===== config.mk =====
export PLATFORM = sky130hd
export DESIGN_NAME = rojobot_game_sequencer
export DESIGN_NICKNAME = d
export VERILOG_FILES = /design/src/rtl/rojobot_game_sequencer.sv
export SDC_FILE = /design/constraint.sdc
export NUM_CORES = 1
export LEC_CHECK = 0
export ABC_AREA = 1
export CORE_ASPECT_RATIO = 0.75
export CORE_UTILIZATION = 33
export CTS_CLUSTER_SIZE = 40
export DETAILED_ROUTE_END_ITERATION = 6
export PLACE_DENSITY = 0.5
export SLEW_MARGIN = 15
export SYNTH_ARGS = -nofsm -noshare
export SYNTH_HDL_FRONTEND = slang
export SYNTH_SLANG_ARGS = --single-unit
export TNS_END_PERCENT = 1

===== constraint.sdc =====
create_clock -name clk -period 4.4 [get_ports clk]
set_clock_uncertainty 0.1 [all_clocks]
set_input_delay 0.88 -clock clk [delete_from_list [all_inputs] [get_ports clk]]
set_output_delay 0.88 -clock clk [all_outputs]
set_load 0.02 [all_outputs]

===== src/rtl/rojobot_game_sequencer.sv =====
// Screen-flow sequencer for the two-Rojobot game: start/play/respawn/win states,
// per-player hit scores and per-player bullet rate limiting.
module rojobot_game_sequencer #(
  parameter int unsigned WIN_SCORE       = 3,
  parameter int unsigned RESPAWN_CYCLES  = 16,
  parameter int unsigned COOLDOWN_CYCLES = 8
) (
  input  logic       clk,
  input  logic       rstn,
  input  logic       start_btn,
  input  logic       map_sel,
  input  logic       tank_hit_i,
  input  logic       train_hit_i,
  input  logic [1:0] fire_req,
  output logic [4:0] frame,
  output logic [1:0] bot_reset,
  output logic [1:0] bullet_go,
  output logic [3:0] score_tank,
  output logic [3:0] score_train,
  output logic       game_active
);

  typedef enum logic [2:0] {
    S_START, S_PLAY, S_RESPAWN, S_TANK_WIN, S_TRAIN_WIN
  } state_t;

  localparam logic [3:0]  WIN      = 4'(WIN_SCORE);
  localparam logic [15:0] RSP_LOAD = 16'(RESPAWN_CYCLES - 1);
  localparam logic [15:0] CD_LOAD  = 16'(COOLDOWN_CYCLES);

  state_t            state_q, state_d;
  logic              start_btn_q, start_edge_q;
  logic              map_q, map_d;
  logic [3:0]        score_tank_q, score_tank_d;
  logic [3:0]        score_train_q, score_train_d;
  logic [15:0]       rsp_q, rsp_d;
  logic [1:0][15:0]  cd_q, cd_d;
  logic [1:0]        go_d;
  logic [4:0]        frame_d;
  logic [1:0]        bot_d;
  logic              active_d;
  logic              stay_play;

  always_comb begin
    state_d       = state_q;
    map_d         = map_q;
    score_tank_d  = score_tank_q;
    score_train_d = score_train_q;
    rsp_d         = rsp_q;
    case (state_q)
      S_START: begin
        if (start_edge_q) begin
          score_tank_d  = 4'd0;
          score_train_d = 4'd0;
          map_d         = map_sel;
          state_d       = S_PLAY;
        end
      end
      S_PLAY: begin
        if (train_hit_i && score_tank_q != WIN) score_tank_d = score_tank_q + 4'd1;
        if (tank_hit_i && score_train_q != WIN) score_train_d = score_train_q + 4'd1;
        // tank wins a simultaneous race to WIN_SCORE
        if (score_tank_d == WIN) begin
          state_d = S_TANK_WIN;
        end else if (score_train_d == WIN) begin
          state_d = S_TRAIN_WIN;
        end else if (tank_hit_i || train_hit_i) begin
          state_d = S_RESPAWN;
          rsp_d   = RSP_LOAD;
        end
      end
      S_RESPAWN: begin
        if (rsp_q == 16'd0) state_d = S_PLAY;
        else                rsp_d   = rsp_q - 16'd1;
      end
      S_TANK_WIN, S_TRAIN_WIN: begin
        if (start_edge_q) state_d = S_START;
      end
      default: state_d = S_START;
    endcase
  end

  // A grant on the same edge that leaves PLAY is dropped.
  always_comb begin
    stay_play = (state_q == S_PLAY) && (state_d == S_PLAY);
    go_d      = 2'b00;
    cd_d      = '0;
    for (int i = 0; i < 2; i++) begin
      if (stay_play) begin
        if (fire_req[i] && cd_q[i] == 16'd0) begin
          go_d[i] = 1'b1;
          cd_d[i] = CD_LOAD;
        end else if (cd_q[i] != 16'd0) begin
          cd_d[i] = cd_q[i] - 16'd1;
        end
      end
    end
  end

  always_comb begin
    frame_d  = 5'b00001;
    bot_d    = 2'b11;
    active_d = 1'b0;
    case (state_d)
      S_PLAY: begin
        frame_d  = map_d ? 5'b00010 : 5'b00100;
        bot_d    = 2'b00;
        active_d = 1'b1;
      end
      S_RESPAWN:   frame_d = map_d ? 5'b00010 : 5'b00100;
      S_TANK_WIN:  frame_d = 5'b01000;
      S_TRAIN_WIN: frame_d = 5'b10000;
      default:     frame_d = 5'b00001;
    endcase
  end

  always_ff @(posedge clk or negedge rstn) begin
    if (!rstn) begin
      state_q       <= S_START;
      start_btn_q   <= 1'b0;
      start_edge_q  <= 1'b0;
      map_q         <= 1'b0;
      score_tank_q  <= 4'd0;
      score_train_q <= 4'd0;
      rsp_q         <= 16'd0;
      cd_q          <= '0;
      bullet_go     <= 2'b00;
      frame         <= 5'b00001;
      bot_reset     <= 2'b11;
      game_active   <= 1'b0;
    end else begin
      state_q       <= state_d;
      start_btn_q   <= start_btn;
      start_edge_q  <= start_btn & ~start_btn_q;
      map_q         <= map_d;
      score_tank_q  <= score_tank_d;
      score_train_q <= score_train_d;
      rsp_q         <= rsp_d;
      cd_q          <= cd_d;
      bullet_go     <= go_d;
      frame         <= frame_d;
      bot_reset     <= bot_d;
      game_active   <= active_d;
    end
  end

  assign score_tank  = score_tank_q;
  assign score_train = score_train_q;

endmodule


Yosys cells after proc, flatten, opt, wreduce, memory -nomap -nowiden
Index checks and enable logic that the tools add are counted.
W data, S select, Z words.
Storage, ports and cells
  logic and storage cells: 90
  bits of input ports: 8
  register bits: 72
Cells by class
  bitwise logic cells: 2
  reduce and logical (&&, ||, !) cells: 18
  eq/ne operators: 17
  mux-type cells: 35
  add/subtract/negate cells: 5
Operator list (number)
  $mux W16: 10
  $logic_not A16 Y1: 3
  $sub A16 B1 Y16 const B: 3
  $pmux W16 S2: 1
  $reduce_bool A16 Y1: 2
  $mux W3: 7
  $mux W4: 5
  $pmux W4 S2: 2
  $pmux W5 S3: 1
  $eq A3 B2 Y1 const B: 4
  $pmux W3 S4: 1
  $ne A2 B2 Y1 const B: 5
  $add A4 B1 Y4 const B: 2
  $eq A4 B2 Y1 const B: 2
  $ne A4 B2 Y1 const B: 2
  $mux W1: 7
  $eq A3 B1 Y1 const B: 2
  $eq A3 B3 Y1 const B: 2
  $logic_and A1 B1 Y1: 5
  $reduce_and A5 Y1: 1
  $reduce_bool A2 Y1: 2
  $reduce_or A2 Y1: 2
  $logic_not A3 Y1: 1
  $mux W2: 1
  4 further kinds: 4

Depth between registers and ports, before layout
  depth after elaboration: 11
  mapped depth: 14

Least setup slack after synthesis
OpenSTA, ideal clock, no wires.
  kind: in2reg
  from: in tank_hit_i
  to: reg rsp_q[3]
  cell stages on the path: 13
  data arrival time: 1.844 ns
  setup time: 0.126 ns
  required time: 4.174 ns
  slack: 2.330 ns
  path buffers: 2
  cell sequence: nand2_1 -> nand2_1 -> nand2_1 -> inv_1 -> nand3_1 -> nor2_1 -> nor2_1 -> nand2_1 -> nand2_1 -> buf_6 -> buf_6 -> nand2_1 -> o21ai_0
On the way
  word-level cells in the longest chain between the ends: 6
  elaborated cells on any way between the ends: 8
  classes of those cells: eq/ne: 3; mux: 2; reduce/logical: 3
Ends and longest elaborated chain
  start, declared: RTL line 12  | input logic tank_hit_i,
  $logic_and A1 B1 Y1: RTL line 61  | if (tank_hit_i && score_train_q != WIN) score_train_d = score_train_q + 4'd1;
  $mux W4: RTL line 61
  $mux W4: RTL line 50  | case (state_q)
  $eq A4 B2 Y1: RTL line 65  | end else if (score_train_d == WIN) begin
  $ne A2 B2 Y1 (no source line)
  $reduce_and A5 Y1 (no source line) *
  end signal, assigned: RTL line 138  | rsp_q <= rsp_d;
  end, declared: RTL line 36  | logic [15:0] rsp_q, rsp_d;
Mark *: on every way between the ends. The rest lies on a longest branch, timed or not. The select of a mux whose other input is x is not followed.
A chain may end at the register's enable or synchronous reset.

Final worst setup path
  from: in train_hit_i
  to: reg rsp_q[0]
On the way
  word-level cells in the longest chain between the ends: 6
  elaborated cells on any way between the ends: 8
  classes of those cells: eq/ne: 3; mux: 2; reduce/logical: 3
Ends and longest elaborated chain
  start, declared: RTL line 13  | input logic train_hit_i,
  $logic_and A1 B1 Y1: RTL line 60  | if (train_hit_i && score_tank_q != WIN) score_tank_d = score_tank_q + 4'd1;
  $mux W4: RTL line 60
  $mux W4: RTL line 50
  $eq A4 B2 Y1: RTL line 63  | if (score_tank_d == WIN) begin
  $ne A2 B2 Y1 (no source line)
  $reduce_and A5 Y1 (no source line) *
Marks and branches as above.

==> impl_metrics.ini <==
[run_status]
status = finished, final reports clean

[detailed_routing]
drtAntennaViolNets = 0
route.detailed.vias_per_inst = 4.60
wl_per_cell_um = 11.9
vias = 3264
routed_wl_um = 8400
firstDrtPassIters = 4
drt_iter0_drc = 185
drc = 0

[yosys]
synth_compound_area_share_pct = 6.45
netlist_area_sq_um = 4070
synth_top_family_by_area = simple AND/OR/NAND/NOR gates
synthAdderAreaFrac_pct = 2.15
yosys.area_share.simple_pct = 33.4
yosysSeqAreaShare_pct = 43.7
synthXorXnorAreaFrac_pct = 6.24
ys_ff_latch = 71
synth_warnings = 0
synthesis.area_per_instance_sq_um = 7.91
synth_nets = 530
synthCells = 515
synthDistinctLibCells = 37
synthMuxAreaShare_pct = 0

[global_routing]
grt_overflow_total = 0
grt_first_pass_wirelength_um = 14900
grt_pass1_vias = 3142
grt_max_degree = 72
antenna_found_initial = 0
grt_use_total_pct = 15.0

[layout]
final_cell_mix = nand2_1 (104), dfrtp_1 (69), nor2_1 (67)
area_growth_pct = 17.1
mostFrequentLayoutCell = nand2_1
antenna_cells = 0
instances_no_fill = 709
drive_gt1_share_pct = 13.2
post-route-util_pct = 40.3
final_nets = 557

[floorplan]
io_pins = 26
die_h_um = 98.2
row_count = 34
core_sq_um = 11800
floorplan.die_area_sq_um = 12800
start_util_pct = 34.4
die_w_um = 130

[worst_setup_path]
crit_path_start_kind = input port
endpoint_kind = flip-flop
r2r_cells = 10
max_stage_delay_ns = 0.62
cp_max_fo = 29
critPathKind = input port to flip-flop
r2r-end = rsp_q[0]
r2r_slack_ns = 1.80
cp_num_cells = 9
critPathArrivalTime_ns = 3.03
rr_startpoint = score_tank[0]
crit_family = simple AND/OR/NAND/NOR gates
crit_chain = clkdlybuf4s50_1 > nand2_2 > o21ai_1 > nor2_2 > a21oi_2 > nand2_1 > nand2_1 > o21ai_0 > o21ai_0
cp_slowest_cell = nand2_1
cp_num_buf_inv = 1
worstPathRequired_ns = 4.54

[job]
cap_viol_max_count = 0

[clocking]
postCtsSetupBuffers = 0
cts_resized = 0
cts_tree = yes
ctsLongestPathBuffers = 2
htree_levels = 3
clock_sinks = 71
path_clk_slew_ns = 0.06
clock_latency_ns = 0.34
numCtsBuffers = 9
ctsRootBufferMaster = clkbuf_16
cts_hold_buf = 0

[hold_path]
min_to = start_edge_q
hp-start = start_btn_q
min_path_type = flip-flop to flip-flop
holdPathStages = 1

[power_and_ir_drop]
peakVddDrop_mv = 0.223
internal-power_mw = 1.57
clockPowerShare_pct = 31.1
p_seq_share_pct = 34.0
p_sw_uw = 977
powerDensity_nw_per_um2 = 534
switching_share_pct = 38.4
combPwrFrac_pct = 34.9
p_total_mw = 2.55
p_leak_nw = 2.15

[timing]
hold_ws_ns = 0.301
slew_violations = 0
fmax_mhz = 346
period_minus_slack_ns = 2.89
worstMarginPinSlew_ns = 0.908
rsz0062_at_grt = no
setup_viol = 0
relSlewSlack_pct = 39.5
tns_ns = 0
post-route-period-util_pct = 65.8
finalHoldViolations = 0

[placed_design]
gp_congestion = 0.823
portBuffers = 25
place_inst = 693
hpwl_um = 5880
## layout make-up
| class | count | area, sq um |
|---|---|---|
| multi-input combinational | 369 | 1960 |
| clock buffer | 10 | 229 |
| clock inverter | 6 | 93.8 |
| sequential | 71 | 1780 |
| inverter | 65 | 244 |
| timing repair buffer | 26 | 255 |
| tap | 162 | 203 |
| fill | 1229 | 7060 |
## power groups by stage
stage	sequential [mW]	clock [mW]	combinational (mW)
2_1_floorplan	0.914	0	0.622
5_1_grt	0.882	0.841	1.01
3_3_place_gp	0.875	0	0.880
6_report	0.866	0.792	0.889
3_5_place_dp	0.877	0	0.895
4_1_cts	0.866	0.817	0.897
## Yosys cell counts
cell type	n	share of area, %
nor4_2	1	0.31
or2_2	2	0.31
xor2_1	25	5.4
nand2_2	5	0.77
o22ai_1	2	0.31
buf_4	2	0.37
buf_6	5	1.4
clkbuf_1	2	0.18
dfstp_2	2	1.3
a31o_2	1	0.22
a21oi_2	1	0.22
dfrtp_1	69	42
ha_1	7	2.2
nand2_1	104	9.6
a21oi_4	1	0.40
nand3b_1	6	1.1
or2_1	1	0.15
nor3_2	3	0.74
nor4_1	2	0.31
inv_2	2	0.18
nand4_1	15	2.3
nor3_1	14	1.7
o21ai_0	20	2.5
o21ai_1	10	1.2
nor2_1	67	6.2
nand3_2	1	0.25
or4_1	1	0.18
nor2_2	33	5.1
nand3_1	28	3.4
clkbuf_2	1	0.12
xnor2_1	4	0.86
nor2_4	2	0.55
a21oi_1	9	1.1
nand3_4	1	0.43
o31ai_1	2	0.37
inv_1	63	5.8
a31oi_1	1	0.15
## per-layer routing
| metal | track usage (%) | part of all wire [%] | routed length [um] |
|---|---|---|---|
| met1 | 21.3 | 53 | 4470 |
| met5 | 0 | 0 | 0 |
| met3 | 4.27 | 3.8 | 321 |
| met4 | 5.37 | 1.5 | 122 |
| met2 | 21.4 | 42 | 3490 |
## registers in the layout, summed over array words and instances (netlist names)
register and cells:
frame 5, bot_reset 1, start_btn_q 1, cd_q 32, start_edge_q 1, state_q 3
bullet_go 2, score_train 4, game_active 1, map_q 1, score_tank 4, rsp_q 16
## through the flow
| step | setup WS (ns) | instance area (sq um) |
|---|---|---|
| final | 1.51 | 4770 |
| after global routing | 1.21 | 4770 |
| after CTS | 1.49 | 4770 |
| after detailed placement | 1.13 | 4450 |
| after global placement | 1.26 | 4450 |
| after floorplan | 2.33 | 4070 |
## cells by family (layout without fill, tap and decap cells)
kind of cell / count (synthesis) / after routing
XOR/XNOR: 29 / 29
adder cells (fa/ha/maj): 7 / 7
flip-flops: 71 / 71
AO/OA/AOI/OAI: 47 / 47
buffers and inverters: 75 / 107
AND/OR/NAND/NOR: 286 / 286
## worst max-delay path by stage
stage,slack (ns),endpoint,startpoint
finish,1.51,rsp_q[0],train_hit_i
global route,1.21,rsp_q[6],tank_hit_i
CTS,1.49,rsp_q[0],train_hit_i
detailed placement,1.13,rsp_q[0],train_hit_i
global placement,1.26,rsp_q[0],train_hit_i
floorplan,2.33,rsp_q[3],tank_hit_i
Note: power is estimated with default switching activity, not from simulation.
